`config.mk`:
```
export PLATFORM = sky130hd
export DESIGN_NAME = verilog_pattern_fill
export DESIGN_NICKNAME = d
export VERILOG_FILES = /design/src/rtl/verilog_pattern_fill.sv
export SDC_FILE = /design/constraint.sdc
export NUM_CORES = 1
export LEC_CHECK = 0
export ABC_AREA = 1
export CORE_AREA = 2 2 457 459
export CTS_BUF_LIST = sky130_fd_sc_hd__clkbuf_4
export DETAILED_ROUTE_END_ITERATION = 10
export DIE_AREA = 0 0 459 461
export GPL_TIMING_DRIVEN = 0
export MAX_ROUTING_LAYER = met4
export SYNTH_ARGS = -nofsm -noshare
export SYNTH_HDL_FRONTEND = slang
export SYNTH_SLANG_ARGS = --single-unit
```
`constraint.sdc`:
```
create_clock -name clk -period 6.93 [get_ports clk]
set_input_delay 0.693 -clock clk [delete_from_list [all_inputs] [get_ports clk]]
set_output_delay 0.693 -clock clk [all_outputs]
set_load 0.03 [all_outputs]
```
`src/rtl/verilog_pattern_fill.sv`:
```
// Pattern-fill stream source: emits N beats of a replicated 8/16/32-bit element,
// optionally stepping the element per beat and pacing itself on a discarded input stream.
module verilog_pattern_fill #(
    parameter int DataWidth  = 512,
    parameter int CountWidth = 16
) (
    input  logic                  clk,
    input  logic                  rst,
    output logic                  ext_data_i_ready,
    input  logic                  ext_data_i_valid,
    input  logic [DataWidth-1:0]  ext_data_i_bits,
    input  logic                  ext_data_o_ready,
    output logic                  ext_data_o_valid,
    output logic [DataWidth-1:0]  ext_data_o_bits,
    input  logic [31:0]           ext_csr_i_0,
    input  logic [31:0]           ext_csr_i_1,
    input  logic [31:0]           ext_csr_i_2,
    input  logic [31:0]           ext_csr_i_3,
    input  logic                  ext_start_i,
    output logic                  ext_busy_o,
    output logic [CountWidth-1:0] ext_beats_o
);

    typedef enum logic {IDLE, RUN} state_t;

    localparam logic [CountWidth-1:0] COUNT_ONE = CountWidth'(1);

    state_t                state_reg, state_next;
    logic [31:0]           cur_val_reg;
    logic [31:0]           step_reg;
    logic [CountWidth-1:0] count_reg;
    logic [CountWidth-1:0] beats_reg;
    logic [1:0]            size_reg;
    logic                  incr_reg;
    logic                  consume_reg;

    logic run;
    logic start_ok;
    logic transfer;
    logic last_beat;

    assign run       = (state_reg == RUN);
    assign start_ok  = (state_reg == IDLE) && ext_start_i;
    assign transfer  = ext_data_o_valid && ext_data_o_ready;
    assign last_beat = (beats_reg == (count_reg - COUNT_ONE));

    assign ext_data_o_valid = run && (!consume_reg || ext_data_i_valid);
    assign ext_data_i_ready = run && consume_reg && ext_data_o_ready;
    assign ext_busy_o       = run;
    assign ext_beats_o      = beats_reg;

    // Input payload and reserved CSR bits are intentionally ignored.
    logic unused_inputs;
    assign unused_inputs = ^{ext_data_i_bits, ext_csr_i_1[31:CountWidth], ext_csr_i_2[31:4]};

    always_ff @(posedge clk or posedge rst) begin
        if (rst) begin
            state_reg <= IDLE;
        end else begin
            state_reg <= state_next;
        end
    end

    always_comb begin
        state_next = state_reg;
        case (state_reg)
            IDLE: begin
                if (ext_start_i && (ext_csr_i_1[CountWidth-1:0] != '0)) begin
                    state_next = RUN;
                end
            end
            RUN: begin
                if (transfer && last_beat) begin
                    state_next = IDLE;
                end
            end
            default: state_next = IDLE;
        endcase
    end

    always_ff @(posedge clk or posedge rst) begin
        if (rst) begin
            cur_val_reg <= '0;
            step_reg    <= '0;
            count_reg   <= '0;
            beats_reg   <= '0;
            size_reg    <= '0;
            incr_reg    <= 1'b0;
            consume_reg <= 1'b0;
        end else if (start_ok) begin
            cur_val_reg <= ext_csr_i_0;
            step_reg    <= ext_csr_i_3;
            count_reg   <= ext_csr_i_1[CountWidth-1:0];
            size_reg    <= ext_csr_i_2[1:0];
            incr_reg    <= ext_csr_i_2[2];
            consume_reg <= ext_csr_i_2[3];
            beats_reg   <= '0;
        end else if (run && transfer) begin
            beats_reg <= beats_reg + COUNT_ONE;
            // Skip the step on the final beat so the bus keeps showing the last emitted element.
            if (incr_reg && !last_beat) begin
                cur_val_reg <= cur_val_reg + step_reg;
            end
        end
    end

    logic [DataWidth-1:0] rep8, rep16, rep32;

    for (genvar gi = 0; gi < DataWidth / 32; gi++) begin : g_rep
        assign rep32[gi*32 +: 32] = cur_val_reg;
        assign rep16[gi*32 +: 32] = {2{cur_val_reg[15:0]}};
        assign rep8[gi*32 +: 32]  = {4{cur_val_reg[7:0]}};
    end

    always_comb begin
        ext_data_o_bits = rep32;
        case (size_reg)
            2'd0:    ext_data_o_bits = rep8;
            2'd1:    ext_data_o_bits = rep16;
            default: ext_data_o_bits = rep32;
        endcase
    end

endmodule

```
==> impl_metrics.prom, run 1 <==
# TYPE chip_impl_metric gauge
chip_impl_metric{name="synth_async_sr_flop_share",unit=""} 1.00
chip_impl_info{name="cts.root.buffer_cell",value="clkbuf_4"} 1
chip_impl_metric{name="avgViaCountPerCell",unit=""} 2.44
chip_impl_metric{name="p_total",unit="mW"} 13.6
chip_impl_metric{name="drt_pass1_iterations",unit=""} 5
chip_impl_info{name="cts_tree",value="yes"} 1
chip_impl_metric{name="worstSkewPairLatency",unit="ps"} 550
chip_impl_info{name="hp-class",value="reg2reg"} 1
chip_impl_info{name="setup_repair_after_global_routing_missed_its_margin",value="no"} 1
chip_impl_metric{name="postCtsSetupRepairBufs",unit=""} 0
chip_impl_metric{name="path_max_fanout",unit=""} 16
chip_impl_metric{name="ctsHoldBuffers",unit=""} 0
chip_impl_metric{name="floorplan.initialDensity",unit=""} 0.0540
chip_impl_metric{name="hold-path-cell-count",unit=""} 2
chip_impl_metric{name="period_share",unit=""} 0.641
chip_impl_metric{name="fp.dieH",unit="um"} 461
chip_impl_metric{name="totalWireLength",unit="mm"} 68.9
chip_impl_metric{name="syn_avg_cell_area",unit="sq um"} 6.74
chip_impl_metric{name="gr-total-overflow",unit=""} 0
chip_impl_metric{name="synthesis.instances",unit=""} 1654
chip_impl_metric{name="synth_top_cell_area_share",unit=""} 0.331
chip_impl_metric{name="worstRegToRegCells",unit=""} 17
chip_impl_info{name="cp_cell_sequence",value="nor2_1 -> clkbuf_1 -> nand2_1 -> nand3_1 -> buf_4 -> clkdlybuf4s50_1"} 1
chip_impl_metric{name="synth_area",unit="sq mm"} 0.0111
chip_impl_metric{name="row_count",unit=""} 167
chip_impl_metric{name="detailroute.via_count",unit=""} 12300
chip_impl_metric{name="cts_buffers",unit=""} 9
chip_impl_metric{name="clkTransAtPathRegs",unit="ps"} 180
chip_impl_info{name="timing_worst_setup_path_type",value="reg2out"} 1
chip_impl_metric{name="placement.io_buffers",unit=""} 619
chip_impl_metric{name="first_global_vias",unit=""} 11500
chip_impl_metric{name="report.final.slew_viol_count",unit=""} 0
chip_impl_info{name="synth_flop_cell",value="dfrtp_1"} 1
chip_impl_metric{name="gp_routability_congestion",unit=""} 0.910
chip_impl_metric{name="worst_pin_slew",unit="ps"} 1350
chip_impl_info{name="hold-path-endpoint",value="step_reg[18]$_DFFE_PP0P_"} 1
chip_impl_metric{name="worst_ir_drop_vdd",unit="mV"} 0.276
chip_impl_metric{name="drtAntennaViolNets",unit=""} 0
chip_impl_metric{name="dp.final_hpwl",unit="mm"} 61.0
chip_impl_metric{name="drc_errors",unit=""} 0
chip_impl_metric{name="slew_headroom",unit=""} 0.103
chip_impl_metric{name="yosysSeqAreaShare",unit=""} 0.227
chip_impl_metric{name="worst_hold_slack",unit="ps"} 519
chip_impl_metric{name="nNetsFinal",unit=""} 2985
chip_impl_metric{name="required",unit="ps"} 6240
chip_impl_metric{name="cts_buffer_depth",unit=""} 2
chip_impl_metric{name="timing.reg2reg.setup_slack",unit="ps"} 3340
chip_impl_metric{name="antenna_violations_before_repair",unit=""} 42
chip_impl_info{name="crit_slowest_cell",value="nand3_1"} 1
chip_impl_metric{name="synth-seq-cells",unit=""} 101
chip_impl_metric{name="fmax",unit="MHz"} 225
chip_impl_metric{name="setup_viol",unit=""} 0
chip_impl_info{name="critPathLaunchType",value="flop"} 1
chip_impl_metric{name="dp_worst_setup_slack",unit="ps"} 3010
chip_impl_metric{name="layout-drive-gt1-share",unit=""} 0.244
chip_impl_metric{name="grt_pass1_wl",unit="mm"} 90.0
chip_impl_metric{name="clk_sinks",unit=""} 101
chip_impl_metric{name="fill_cells",unit=""} 24100
chip_impl_metric{name="htree_num_levels",unit=""} 3
chip_impl_metric{name="crit_buf_inv",unit=""} 3
chip_impl_info{name="status",value="finished clean"} 1
chip_impl_metric{name="die_width",unit="um"} 459
chip_impl_info{name="post-synth-top-count-cell",value="buf_4"} 1
chip_impl_metric{name="timing.final.crit_period",unit="ps"} 4440
chip_impl_metric{name="clock_skew",unit="ps"} 44.8
chip_impl_metric{name="synth_fp_nets",unit=""} 2333
chip_impl_metric{name="core_box_area",unit="sq mm"} 0.206
chip_impl_metric{name="avgRoutedWirePerCell",unit="um"} 13.7
chip_impl_metric{name="grtUsageTotal",unit=""} 0.0633
chip_impl_info{name="synth.cells.most_frequent",value="491 x buf_4, 476 x nand2_1, 121 x inv_1, 101 x dfrtp_1, 84 x nor2_1"} 1
chip_impl_metric{name="final_hold_violations",unit=""} 0
chip_impl_info{name="netlist.top_cell.by_area",value="buf_4"} 1
chip_impl_metric{name="cts-resized-gates",unit=""} 0
chip_impl_metric{name="area_growth_syn_to_layout",unit="%"} 90.4
chip_impl_metric{name="power.leakage",unit="nW"} 9.12
chip_impl_metric{name="finalWorstSetupSlack",unit="ps"} 2490
chip_impl_metric{name="synth.distinct_cells",unit=""} 35
chip_impl_metric{name="ios",unit=""} 1176
chip_impl_info{name="cp_capture_type",value="output pin"} 1
chip_impl_metric{name="pwr_density_cell",unit="mW/mm^2"} 642
chip_impl_info{name="holdCritStartpoint",value="step_reg[18]$_DFFE_PP0P_"} 1
chip_impl_info{name="cp_top_delay_family",value="buffers and inverters"} 1
chip_impl_info{name="regToRegStartpoint",value="cur_val_reg[0]$_DFFE_PP0P_"} 1
chip_impl_metric{name="final_core_util",unit=""} 0.103
chip_impl_info{name="regToRegEndpoint",value="cur_val_reg[30]$_DFFE_PP0P_"} 1
chip_impl_metric{name="max_cap_viols",unit=""} 0
chip_impl_info{name="synthTopCellsByArea",value="buf_4 33%, dfrtp_1 23%, nand2_1 16%"} 1
chip_impl_metric{name="yosysWarningCount",unit=""} 0
chip_impl_metric{name="maximum_number_of_pins_on_one_net_before_global_route_repair",unit=""} 59
chip_impl_metric{name="dr.first_iter.drc_count",unit=""} 659
chip_impl_metric{name="timing.critical_path.arrival",unit="ps"} 3750
chip_impl_metric{name="fin_tns_setup",unit="ps"} 0
chip_impl_metric{name="synth_enable_flop_cells",unit=""} 0
chip_impl_metric{name="worst_stage_delay_on_the_critical_path",unit="ps"} 860
chip_impl_metric{name="die_area",unit="sq mm"} 0.212
[stage by stage]
stage | instance area [sq um] | cells
CTS | 21200 | 5014
detailed placement | 21100 | 4999
floorplan | 11100 | 1654
finish | 21200 | 5023
global route | 21200 | 5020
global placement | 20700 | 4977
[layout make-up]
type / count / area, sq um / share of cell area
flip-flops and latches: 101 / 2530 / 0.119
well taps: 2704 / 3380 / 0.159
plain buffers: 521 / 3820 / 0.180
clock buffers: 10 / 75.1 / 0.00354
diodes: 9 / 22.5 / 0.00106
clock inverters: 5 / 60.1 / 0.00283
inverters: 127 / 479 / 0.0226
repair buffers: 641 / 6490 / 0.306
multi-input cells: 905 / 4370 / 0.206
[cell families (layout without fill, tap and decap cells)]
| group | count (synthesis) | count (layout) | synth area share |
|---|---|---|---|
| other | 0 | 9 | 0 |
| buffers and inverters | 648 | 1304 | 0.385 |
| and+or+nand+nor | 700 | 700 | 0.259 |
| AOI/OAI and AO/OA | 141 | 141 | 0.0665 |
| xor gates and xnor gates | 30 | 30 | 0.0236 |
| adders and majority gates | 34 | 34 | 0.0388 |
| DFF | 101 | 101 | 0.227 |
[worst max-delay path by stage]
stage,start,end,slack (ps),depth (start not counted)
2_1_floorplan,rst,consume_reg$_DFFE_PP0P_,3590,1
5_1_grt,size_reg[1]$_DFFE_PP0P_,ext_data_o_bits[121],2260,6
3_3_place_gp,cur_val_reg[1]$_DFFE_PP0P_,ext_data_o_bits[17],-60,3
4_1_cts,size_reg[1]$_DFFE_PP0P_,ext_data_o_bits[121],2340,6
3_5_place_dp,size_reg[1]$_DFFE_PP0P_,ext_data_o_bits[121],3010,6
6_report,size_reg[1]$_DFFE_PP0P_,ext_data_o_bits[121],2490,6
[power by group]
group | switching [mW] | internal (mW) | leakage, nW
Sequential | 0.456 | 0.796 | 1.27
Clock | 0.226 | 0.113 | 0.0745
Combinational | 6.55 | 5.48 | 7.78
[worst reg2reg max path, stage by stage, from the launching register on]
cell and delay, ps:
dfrtp_1 1260, ha_1 360, inv_1 80, fa_1 400, inv_1 110, nand3_1 70
nand2_1 180, nand2_1 90, nand2_1 150, nand3_1 100, nand2_1 200, nand2_1 140
nand2_1 80, nand2_1 40, nand3_1 60, nand2_1 70, nand2_1 60, nand2_1 40
[layer usage]
layer  vias up  part of all wire  global-route usage
li1       5998                 -                   -
met1      5600              0.33              0.0594
met2       536              0.57               0.127
met3       116             0.060             0.00963
met4         0             0.034              0.0243
met5         -                 0                   -
[cells in the final DEF, fill, tap and decap left out, types with 16 or more instances in the layout]
cell	synthesis	routed
nand3_1	80	80
a21oi_1	45	45
inv_1	121	120
nor2_1	84	84
ha_1	33	33
nand4_1	18	18
clkdlybuf4s50_1	0	619
xnor2_1	17	17
dfrtp_1	101	97
o21ai_0	81	74
clkbuf_1	26	26
buf_4	491	501
nor3_1	16	16
nand2_1	476	476
(Power assumes the default switching activity.)
==> inputs of run 2 (changes only) <==
CORE_AREA = 2 2 458 460   (was 2 2 457 459)
DIE_AREA = 0 0 460 462   (was 0 0 459 461)
clock period = 4.16 ns   (was 6.93 ns; I/O delays follow)
==> impl_metrics.prom, run 2 (synthesis gave the netlist of run 1 again) <==
# TYPE chip_impl_metric gauge
chip_impl_metric{name="clkTransAtPathRegs",unit="ps"} 190
chip_impl_metric{name="final_hold_violations",unit=""} 0
chip_impl_metric{name="ios",unit=""} 1176
chip_impl_metric{name="worstSkewPairLatency",unit="ps"} 570
chip_impl_metric{name="grt_pass1_wl",unit="mm"} 87.8
chip_impl_info{name="layout.cells.most_common_list",value="619 x clkdlybuf4s50_1, 502 x buf_4, 474 x nand2_1"} 1
chip_impl_metric{name="timing.critical_path.arrival",unit="ps"} 3470
chip_impl_metric{name="share_seq_of_total_power",unit=""} 0.094
chip_impl_metric{name="layout-drive-gt1-share",unit=""} 0.247
chip_impl_info{name="critPathLaunchType",value="flop"} 1
chip_impl_metric{name="worst_pin_slew",unit="ps"} 1060
chip_impl_metric{name="ctsHoldBuffers",unit=""} 0
chip_impl_metric{name="antenna_violations_before_repair",unit=""} 48
chip_impl_metric{name="core_box_area",unit="sq mm"} 0.208
chip_impl_metric{name="detailroute.via_count",unit=""} 12200
chip_impl_metric{name="grtUsageTotal",unit=""} 0.0620
chip_impl_metric{name="drtAntennaViolNets",unit=""} 0
chip_impl_metric{name="period_share",unit=""} 0.934
chip_impl_metric{name="gp_routability_congestion",unit=""} 0.920
chip_impl_metric{name="dr.first_iter.drc_count",unit=""} 634
chip_impl_metric{name="row_count",unit=""} 168
chip_impl_info{name="hp-class",value="in2reg"} 1
chip_impl_metric{name="area_growth_syn_to_layout",unit="%"} 90.3
chip_impl_metric{name="postCtsSetupRepairBufs",unit=""} 0
chip_impl_info{name="setup_repair_after_global_routing_missed_its_margin",value="no"} 1
chip_impl_metric{name="placement.io_buffers",unit=""} 619
chip_impl_metric{name="drt_pass1_iterations",unit=""} 7
chip_impl_metric{name="nNetsFinal",unit=""} 2983
chip_impl_metric{name="final_design_area_no_fill",unit="sq mm"} 0.0212
chip_impl_metric{name="worst_ir_drop_vdd",unit="mV"} 0.534
chip_impl_metric{name="switching_share",unit=""} 0.533
chip_impl_metric{name="floorplan.initialDensity",unit=""} 0.0536
chip_impl_metric{name="internal_power",unit="mW"} 10.6
chip_impl_metric{name="drc_errors",unit=""} 0
chip_impl_metric{name="fmax",unit="MHz"} 257
chip_impl_info{name="mostFrequentLayoutCell",value="clkdlybuf4s50_1"} 1
chip_impl_metric{name="required",unit="ps"} 3740
chip_impl_info{name="cp_capture_type",value="output pin"} 1
chip_impl_metric{name="cts_buffer_depth",unit=""} 2
chip_impl_info{name="cts.root.buffer_cell",value="clkbuf_4"} 1
chip_impl_metric{name="first_global_vias",unit=""} 10900
chip_impl_metric{name="avgRoutedWirePerCell",unit="um"} 13.7
chip_impl_info{name="timing_worst_setup_path_type",value="reg2out"} 1
chip_impl_metric{name="max_cap_viols",unit=""} 0
chip_impl_metric{name="htree_num_levels",unit=""} 3
chip_impl_metric{name="fp.dieH",unit="um"} 462
chip_impl_metric{name="clock_skew",unit="ps"} 30.0
chip_impl_metric{name="cts_buffers",unit=""} 9
chip_impl_metric{name="gr-total-overflow",unit=""} 0
chip_impl_metric{name="combinational_power_share",unit=""} 0.882
chip_impl_metric{name="report.final.slew_viol_count",unit=""} 0
chip_impl_metric{name="fill_cells",unit=""} 24300
chip_impl_metric{name="avgViaCountPerCell",unit=""} 2.43
chip_impl_info{name="status",value="finished clean"} 1
chip_impl_metric{name="timing.final.crit_period",unit="ps"} 3880
chip_impl_metric{name="maximum_number_of_pins_on_one_net_before_global_route_repair",unit=""} 58
chip_impl_metric{name="path_max_fanout",unit=""} 20
chip_impl_metric{name="power.leakage",unit="nW"} 9.12
chip_impl_metric{name="die_area",unit="sq mm"} 0.213
chip_impl_metric{name="totalWireLength",unit="mm"} 68.8
chip_impl_metric{name="dp.final_hpwl",unit="mm"} 60.1
chip_impl_metric{name="die_width",unit="um"} 460
chip_impl_metric{name="placedInstanceArea",unit="sq mm"} 0.0211
chip_impl_metric{name="clk_sinks",unit=""} 101
chip_impl_metric{name="worst_hold_slack",unit="ps"} 363
chip_impl_metric{name="setup_viol",unit=""} 0
chip_impl_metric{name="power_frac_clock",unit=""} 0.024
chip_impl_info{name="cts_tree",value="yes"} 1
chip_impl_metric{name="pwr_density_cell",unit="mW/mm^2"} 1070
chip_impl_metric{name="slew_headroom",unit=""} 0.295
chip_impl_metric{name="switchingPower",unit="mW"} 12.1
run 2: cell type report:
| class | instances | area [sq um] | area share |
|---|---|---|---|
| well taps | 2720 | 3400 | 0.160 |
| flip-flops and latches | 101 | 2540 | 0.120 |
| plain buffers | 521 | 3820 | 0.180 |
| repair buffers | 639 | 6470 | 0.305 |
| clock inverters | 5 | 36.3 | 0.00171 |
| diodes | 2 | 5.00 | 0.000236 |
| inverters | 127 | 479 | 0.0226 |
| clock buffers | 11 | 82.6 | 0.00389 |
| multi-input cells | 905 | 4390 | 0.207 |
run 2: timing repair:
item	in CTS	in global routing
pin swaps	0	1
endpoints found under the hold margin	0	0
resized for setup	7	2
setup endpoints to repair	91	31
run 2: layer usage:
layer | up-vias | part of all wire | global-route usage
met5 | - | 0 | -
met4 | 0 | 0.032 | 0.0196
met3 | 119 | 0.065 | 0.0111
met2 | 558 | 0.57 | 0.125
met1 | 5548 | 0.34 | 0.0582
li1 | 5976 | - | -
run 2: stage by stage:
step	setup WS, ps	TNS, ps	util	instances	total power, mW
after floorplan	1100	0	-	1654	14.3
after global placement	-2520	-235210	0.0997	4993	22.3
after detailed placement	464	0	0.101	5013	22.4
after CTS	58.4	0	0.102	5029	23.0
after global routing	11.4	0	0.102	5030	24.0
final	276	0	0.102	5031	22.6
run 2: critical path, stage by stage, from the launching register on:
cell             delay [ps]
dfrtp_2                 960
nand2_1                 190
o211ai_1                390
buf_4                   320
buf_4                   220
buf_4                   130
clkdlybuf4s50_1         660
run 2: power groups by stage:
stage               sequential [mW]  clock [mW]  combinational, mW
floorplan                      1.74           0               12.5
global placement               2.21           0               20.1
detailed placement             2.20           0               20.2
CTS                            2.18       0.578               20.2
global route                   2.21       0.607               21.2
finish                         2.12       0.545               20.0
run 2: worst paths after layout:
check	endpoint	depth (start not counted)	slack, ps	startpoint
setup / recovery	ext_data_o_bits[252]	6	280	cur_val_reg[4]$_DFFE_PP0P_
hold / removal	step_reg[29]$_DFFE_PP0P_	3	360	ext_csr_i_3[29]
setup reg to reg	cur_val_reg[30]$_DFFE_PP0P_	17	1090	cur_val_reg[0]$_DFFE_PP0P_
hold reg to reg	step_reg[30]$_DFFE_PP0P_	2	530	step_reg[30]$_DFFE_PP0P_
max in group asynchronous	cur_val_reg[15]$_DFFE_PP0P_	3	3090	rst
min in group asynchronous	count_reg[12]$_DFFE_PP0P_	2	380	rst
